`src/rtl/mult_pkg.sv`:
```
// Shared types and sizing helpers for the shift-and-add multiplier.
package mult_pkg;

    typedef enum logic [1:0] {
        ST_IDLE = 2'd0,
        ST_RUN  = 2'd1,
        ST_DONE = 2'd2
    } mult_state_e;

    // Counter must hold 0..N-1; sized as ceil(log2(N+1)) to match the divider.
    function automatic int cnt_width(input int n);
        return (n < 1) ? 1 : $clog2(n + 1);
    endfunction

endpackage

```
`src/rtl/mult_clk_gate.sv`:
```
// Glitch-free clock gate: enable is captured while the clock is low.
module mult_clk_gate (
    input  logic clk,
    input  logic rst_n,
    input  logic en,
    output logic gclk
);

    logic en_q;

    always_ff @(negedge clk or negedge rst_n) begin
        if (!rst_n) begin
            en_q <= 1'b0;
        end else begin
            en_q <= en;
        end
    end

    assign gclk = clk & en_q;

endmodule

```
`src/rtl/mult_datapath.sv`:
```
// Multiplicand, accumulator and multiplier/product-low registers with the
// conditional adder and one-bit right shifter.
import mult_pkg::*;

module mult_datapath #(
    parameter int C_NUM_BITS = 4
) (
    input  logic                      clk,
    input  logic                      rst_n,
    input  logic                      load,
    input  logic                      step,
    input  logic [C_NUM_BITS-1:0]     a,
    input  logic [C_NUM_BITS-1:0]     b,
    output logic [2*C_NUM_BITS-1:0]   prod_next
);

    localparam int N = C_NUM_BITS;

    logic [N-1:0] mcand_q, mcand_d;
    logic [N:0]   acc_q, acc_d;
    logic [N-1:0] mq_q, mq_d;
    logic [N:0]   addend;
    logic [N:0]   sum;
    logic [2*N:0] shifted;

    always_comb begin
        addend  = mq_q[0] ? {1'b0, mcand_q} : '0;
        sum     = acc_q + addend;
        shifted = {sum, mq_q} >> 1;
    end

    // Product as it will stand after this step; the top latches it on the last one.
    assign prod_next = shifted[2*N-1:0];

    always_comb begin
        mcand_d = mcand_q;
        acc_d   = acc_q;
        mq_d    = mq_q;
        if (load) begin
            mcand_d = a;
            acc_d   = '0;
            mq_d    = b;
        end else if (step) begin
            acc_d = shifted[2*N:N];
            mq_d  = shifted[N-1:0];
        end
    end

    always_ff @(posedge clk or negedge rst_n) begin
        if (!rst_n) begin
            mcand_q <= '0;
            acc_q   <= '0;
            mq_q    <= '0;
        end else begin
            mcand_q <= mcand_d;
            acc_q   <= acc_d;
            mq_q    <= mq_d;
        end
    end

endmodule

```
`src/rtl/shift_add_multiplier.sv`:
```
// Sequential unsigned shift-and-add multiplier, one multiplier bit per GCK edge.
// Optional macro MULT_ZERO_SKIP_EN: zero operands finish in a single cycle.
import mult_pkg::*;

module shift_add_multiplier #(
    parameter int C_NUM_BITS = 4
) (
    input  logic                      CK,
    input  logic                      RN,
    input  logic                      E,
    input  logic                      START,
    input  logic [C_NUM_BITS-1:0]     A,
    input  logic [C_NUM_BITS-1:0]     B,
    output logic [2*C_NUM_BITS-1:0]   P,
    output logic                      VALID,
    output logic                      BUSY
);

    localparam int N     = C_NUM_BITS;
    localparam int CNT_W = cnt_width(C_NUM_BITS);
    localparam logic [CNT_W-1:0] CNT_LAST = CNT_W'(N - 1);

    logic gck;

    mult_clk_gate u_clk_gate (
        .clk   (CK),
        .rst_n (RN),
        .en    (E),
        .gclk  (gck)
    );

    mult_state_e      state_q, state_d;
    logic [CNT_W-1:0] cnt_q, cnt_d;
    logic [2*N-1:0]   p_q, p_d;
    logic             valid_q, valid_d;
    logic             load;
    logic             step;
    logic [2*N-1:0]   prod_next;

    mult_datapath #(
        .C_NUM_BITS (C_NUM_BITS)
    ) u_datapath (
        .clk       (gck),
        .rst_n     (RN),
        .load      (load),
        .step      (step),
        .a         (A),
        .b         (B),
        .prod_next (prod_next)
    );

    always_comb begin
        state_d = state_q;
        cnt_d   = cnt_q;
        p_d     = p_q;
        valid_d = 1'b0;
        load    = 1'b0;
        step    = 1'b0;
        case (state_q)
            ST_IDLE, ST_DONE: begin
                state_d = ST_IDLE;
                if (START) begin
                    load  = 1'b1;
                    cnt_d = '0;
`ifdef MULT_ZERO_SKIP_EN
                    if ((A == '0) || (B == '0)) begin
                        state_d = ST_DONE;
                        p_d     = '0;
                        valid_d = 1'b1;
                    end else begin
                        state_d = ST_RUN;
                    end
`else
                    state_d = ST_RUN;
`endif
                end
            end
            ST_RUN: begin
                step  = 1'b1;
                cnt_d = cnt_q + 1'b1;
                if (cnt_q == CNT_LAST) begin
                    state_d = ST_DONE;
                    p_d     = prod_next;
                    valid_d = 1'b1;
                end
            end
            default: state_d = ST_IDLE;
        endcase
    end

    always_ff @(posedge gck or negedge RN) begin
        if (!RN) begin
            state_q <= ST_IDLE;
            cnt_q   <= '0;
            p_q     <= '0;
            valid_q <= 1'b0;
        end else begin
            state_q <= state_d;
            cnt_q   <= cnt_d;
            p_q     <= p_d;
            valid_q <= valid_d;
        end
    end

    assign P     = p_q;
    assign VALID = valid_q;
    assign BUSY  = (state_q == ST_RUN);

endmodule
```
`config.mk`:
```
export PLATFORM = sky130hd
export DESIGN_NAME = shift_add_multiplier
export DESIGN_NICKNAME = d
export VERILOG_FILES = /design/src/rtl/mult_pkg.sv /design/src/rtl/mult_clk_gate.sv /design/src/rtl/mult_datapath.sv /design/src/rtl/shift_add_multiplier.sv
export SDC_FILE = /design/constraint.sdc
export NUM_CORES = 1
export LEC_CHECK = 0
export ABC_AREA = 1
export CAP_MARGIN = 10
export CORE_AREA = 2 2 68 70
export CTS_CLUSTER_DIAMETER = 200
export DETAILED_ROUTE_END_ITERATION = 10
export DIE_AREA = 0 0 70 72
export SYNTH_ARGS = -nofsm -noshare
export SYNTH_HDL_FRONTEND = slang
export SYNTH_SLANG_ARGS = --single-unit
```
`constraint.sdc`:
```
create_clock -name CK -period 1.55 [get_ports CK]
set_input_delay 0.155 -clock CK [delete_from_list [all_inputs] [get_ports CK]]
set_output_delay 0.155 -clock CK [all_outputs]
set_load 0.05 [all_outputs]
```
# After elaboration in Yosys (flattened, before gate mapping)
# Index checks and enable logic that the tools add are counted.
# word_totals
output_inout_bits	10
regBits	28
# op_classes
muxes	15
n_reduce_logical	6
n_bitwise	1
eq_ne	5
add_sub_neg	2
# op_table
operator	n
two-way mux 4 bit	3
two-way mux 5 bit	2
two-way mux 1 bit	6
case mux 3 bit (2 select lines)	1
adder 5 bit	1
case mux 2 bit (2 select lines)	1
AND reduction 2 bit	2
nonzero test 2 bit	2
adder 3 x 1 -> 3 bit (second input constant)	1
== test 3 x 2 -> 1 bit (second input constant)	1
two-way mux 3 bit	1
== test 2 x 1 -> 1 bit (second input constant)	1
== test 2 bit (second input constant)	1
zero test 2 bit	1
two-way mux 2 bit	1
inequality test 2 x 1 -> 1 bit (second input constant)	1
inequality test 2 bit (second input constant)	1
OR reduction 2 bit	1
bitwise AND 1 bit	1

# Longest topological paths before layout
# logic_depth
ltp_word	4
ltp_mapped	8
mapped_depth_nobuf	8

# Cells and area by module
# Synthesis repeated with hierarchy kept, for this count alone.
# unflattened
cells_unflattened	155
area_unflattened_um2	1360.1
# modules_own_cells
mod	n_inst	area_per_inst_um2	cells_per_inst	seq_area_each_um2
mult_datapath	1	709.4	88	300.3
shift_add_multiplier	1	618.1	64	350.3
mult_clk_gate	1	32.5	3	25.0

==> key figures <==
Power and ir drop
  – Combinational fraction of design power: 0.397
  – Power Dens Cells: about 1400 mW/mm²
  – P_leak: 1.09 nW
  – Switching Share: 0.405
  – Part of the power in registers: 0.250
  – Net Sw Power: about 1.0 mW
  – Internal power: about 1.5 mW
  – Worst vdd ir: around 1.1 mV
  – Clock power frac: 0.354
  – Power consumption: ~2.5 mW

Layout
  – Fin nets: approximately 210
  – Area growth, synth to finish: 44.4%
  – Diode count: 0
  – Fillers: 439
  – Final Cell Area: about 0.0018 mm²
  – Layout cells sized above 1: 0.211
  – Final std cells w/o fill: 246

Route
  – Drt initial violations: between 50 and 60
  – Total length of routed wires: about 2900 µm
  – Vias per cell: approximately 4.3
  – First-pass DRT Iterations: 4
  – DRC: 0
  – Post-route ant nets: 0
  – Avg WL per Cell: ~12 µm
  – Vias: about 1100

STA
  – Final Skew: between 0.015 and 0.02 ns
  – Final Worst Setup Slack: -0.140 ns
  – Final hold slack: between 0.03 and 0.04 ns
  – RSZ-0062 raised after global routing: yes
  – Final Hold Viols: 0
  – Worst relative slew slack: 0.770
  – Worst Tran Pin Value: ~0.34 ns
  – Fin. max-slew vios: 0
  – Final setup violation count: 1

Synthesis
  – Share of the yosys chip area belonging to registers: 0.544
  – Synth cell types: 20
  – Mapped Area: 0.00124 mm²
  – Number of synthesized register bits: 27
  – Yosys warning total: 0
  – Avg Cell Area, Syn: 9.34 µm²
  – Syn Nets: ~150
  – Mapped Cells: 133

Floorplan
  – Io pins: 22
  – Die height: 72 µm
  – Initial Util: 0.291
  – Row count: 24
  – Die area: slightly above 0.005 mm²
  – Core Area: between 0.004 and 0.005 mm²
  – Die Wd: ~70 µm

Worst setup path
  – Crit path from: u_clk_gate.en_q
  – R2R depth: 6
  – Critical Path End Type: clock gate
  – Worst Setup Path Type: register to clock gate
  – Crit start category: register
  – Worst Path Arrival: about 1.9 ns
  – Crit path max fanout: 1
  – Worst R2R Setup Slack: roughly 0.1 ns
  – Crit Reg-Reg Endpoint: u_datapath.acc_q[0]
  – Critical Path RT: between 1.5 and 2 ns
  – Worst R2R Start: u_datapath.mq_q[0]
  – CP Depth: 0

Placement
  – Placed inst area: 0.00151 mm²
  – Number of port buffers: 21
  – Final Wtd Congestion: between 0.7 and 0.8
  – Post-placement cell count: approximately 210
  – DP HPWL: about 1800 µm
  – Worst slack, placed: about 0.063 ns

Clocking
  – CTS tree: built
  – Worst-skew pair later-pin latency: roughly 0.62 ns
  – Clk slew on worst S/H paths: 0.05 ns

GRT
  – GRT overflow: 0
  – First-pass GRT wire length: 4930 µm
  – Initial antenna violation count: 0
  – Total GRT Usage: 0.136
  – Largest net degree at the start of global routing: 27
  – Vias in the first global route: between 1000 and 1500

Flow run
  – Number of max-cap violations: 0

Run status
  – Status: complete, but fails checks
  – Violated checks: negative setup slack

Worst hold path
  – Type of the tightest min-delay check: input port to async pin
==> power groups by stage <==
stage / Combinational, mW / Sequential, mW / Clock [mW]
6_report: 0.986 / 0.620 / 0.879
5_1_grt: 1.08 / 0.639 / 1.01
4_1_cts: 0.972 / 0.618 / 0.924
3_5_place_dp: 0.930 / 0.618 / 0.0617
3_3_place_gp: 0.920 / 0.614 / 0.0617
2_1_floorplan: 0.483 / 0.773 / 0.0617
==> layout make-up <==
| cell class | count | area (µm²) | share of cell area |
|---|---|---|---|
| Clock buffer | 11 | 151 | 0.0844 |
| Clock inverter | 27 | 103 | 0.0572 |
| Inverter | 19 | 78.8 | 0.0439 |
| Multi-Input combinational cell | 85 | 493 | 0.275 |
| Sequential cell | 27 | 676 | 0.377 |
| Tap cell | 52 | 65.1 | 0.0363 |
| Timing Repair Buffer | 25 | 228 | 0.127 |
==> what timing repair did <==
| item | 4_1_cts | 5_1_grt |
|---|---|---|
| pin swaps | 1 | 1 |
| setup buffers | 2 | 0 |
| setup endpoints to repair | 2 | 8 |
| gates resized for setup | 1 | 6 |
| cloned | 0 | 0 |
| hold buffers | 0 | 0 |
==> flip-flops by register name, summed over array words and instances (netlist names) <==
name                cells
cnt_q                   3
VALID                   1
u_datapath.mq_q         4
state_q                 2
u_clk_gate.en_q         1
u_datapath.acc_q        4
P                       8
u_datapath.mcand_q      4
==> cell usage in the layout (no fill, tap or decap), drive strengths merged <==
master	n
inv	45
o21ai	11
a21oi	3
clkinvlp	1
nand3	5
xor2	1
buf	14
dfrtp	26
fa	1
dfrtn	1
o211ai	3
clkdlybuf4s50	11
nand2	52
ha	6
o22ai	2
clkbuf	11
nor2	1
==> Yosys cell counts <==
| master | number | area [µm²] |
|---|---|---|
| a21oi_1 | 3 | 15.0 |
| inv_6 | 1 | 8.76 |
| nand3_1 | 5 | 25.0 |
| nand2_2 | 2 | 12.5 |
| nand2_4 | 3 | 33.8 |
| o21ai_2 | 4 | 35.0 |
| buf_6 | 1 | 11.3 |
| ha_1 | 6 | 75.1 |
| fa_1 | 1 | 20.0 |
| o22ai_1 | 2 | 12.5 |
| nand2_1 | 47 | 176 |
| dfrtp_1 | 26 | 651 |
| nor2_1 | 1 | 3.75 |
| xor2_1 | 1 | 8.76 |
| dfrtn_1 | 1 | 25.0 |
| inv_2 | 2 | 7.51 |
| o21ai_1 | 1 | 5.00 |
| o211ai_1 | 3 | 22.5 |
| o21ai_0 | 6 | 30.0 |
| inv_1 | 17 | 63.8 |
==> stage by stage <==
step / util / setup TNS [ns]
finish: 0.421 / -0.140
global route: 0.421 / -0.188
CTS: 0.417 / -0.147
detailed placement: 0.354 / 0
global placement: 0.354 / 0
floorplan: - / 0
==> layer usage <==
metal | track usage | wire [µm] | vias up | part of all wire
met5 | 0 | 0 | - | 0
met4 | 0.113 | 25 | 0 | 0.0087
met3 | 0.104 | 158 | 3 | 0.055
met2 | 0.196 | 1430 | 29 | 0.50
met1 | 0.127 | 1270 | 482 | 0.44
li1 | - | - | 539 | -
==> logic make-up (layout without fill, tap and decap cells) <==
| family | Yosys count | after routing | synth area share |
|---|---|---|---|
| AND/OR/NAND/NOR | 58 | 58 | 0.202 |
| AO/OA/AOI/OAI | 19 | 19 | 0.0967 |
| flip-flops | 27 | 27 | 0.544 |
| adder cells (fa/ha/maj) | 7 | 7 | 0.0765 |
| XOR/XNOR | 1 | 1 | 0.00705 |
| buffers and inverters | 21 | 82 | 0.0735 |
==> how the worst max path moves through the flow <==
stage / to
after floorplan: P[7]
after global routing: clock gate
after detailed placement: u_clk_gate.en_q
after CTS: clock gate
final: clock gate
after global placement: u_clk_gate.en_q
(Power assumes the default switching activity.)
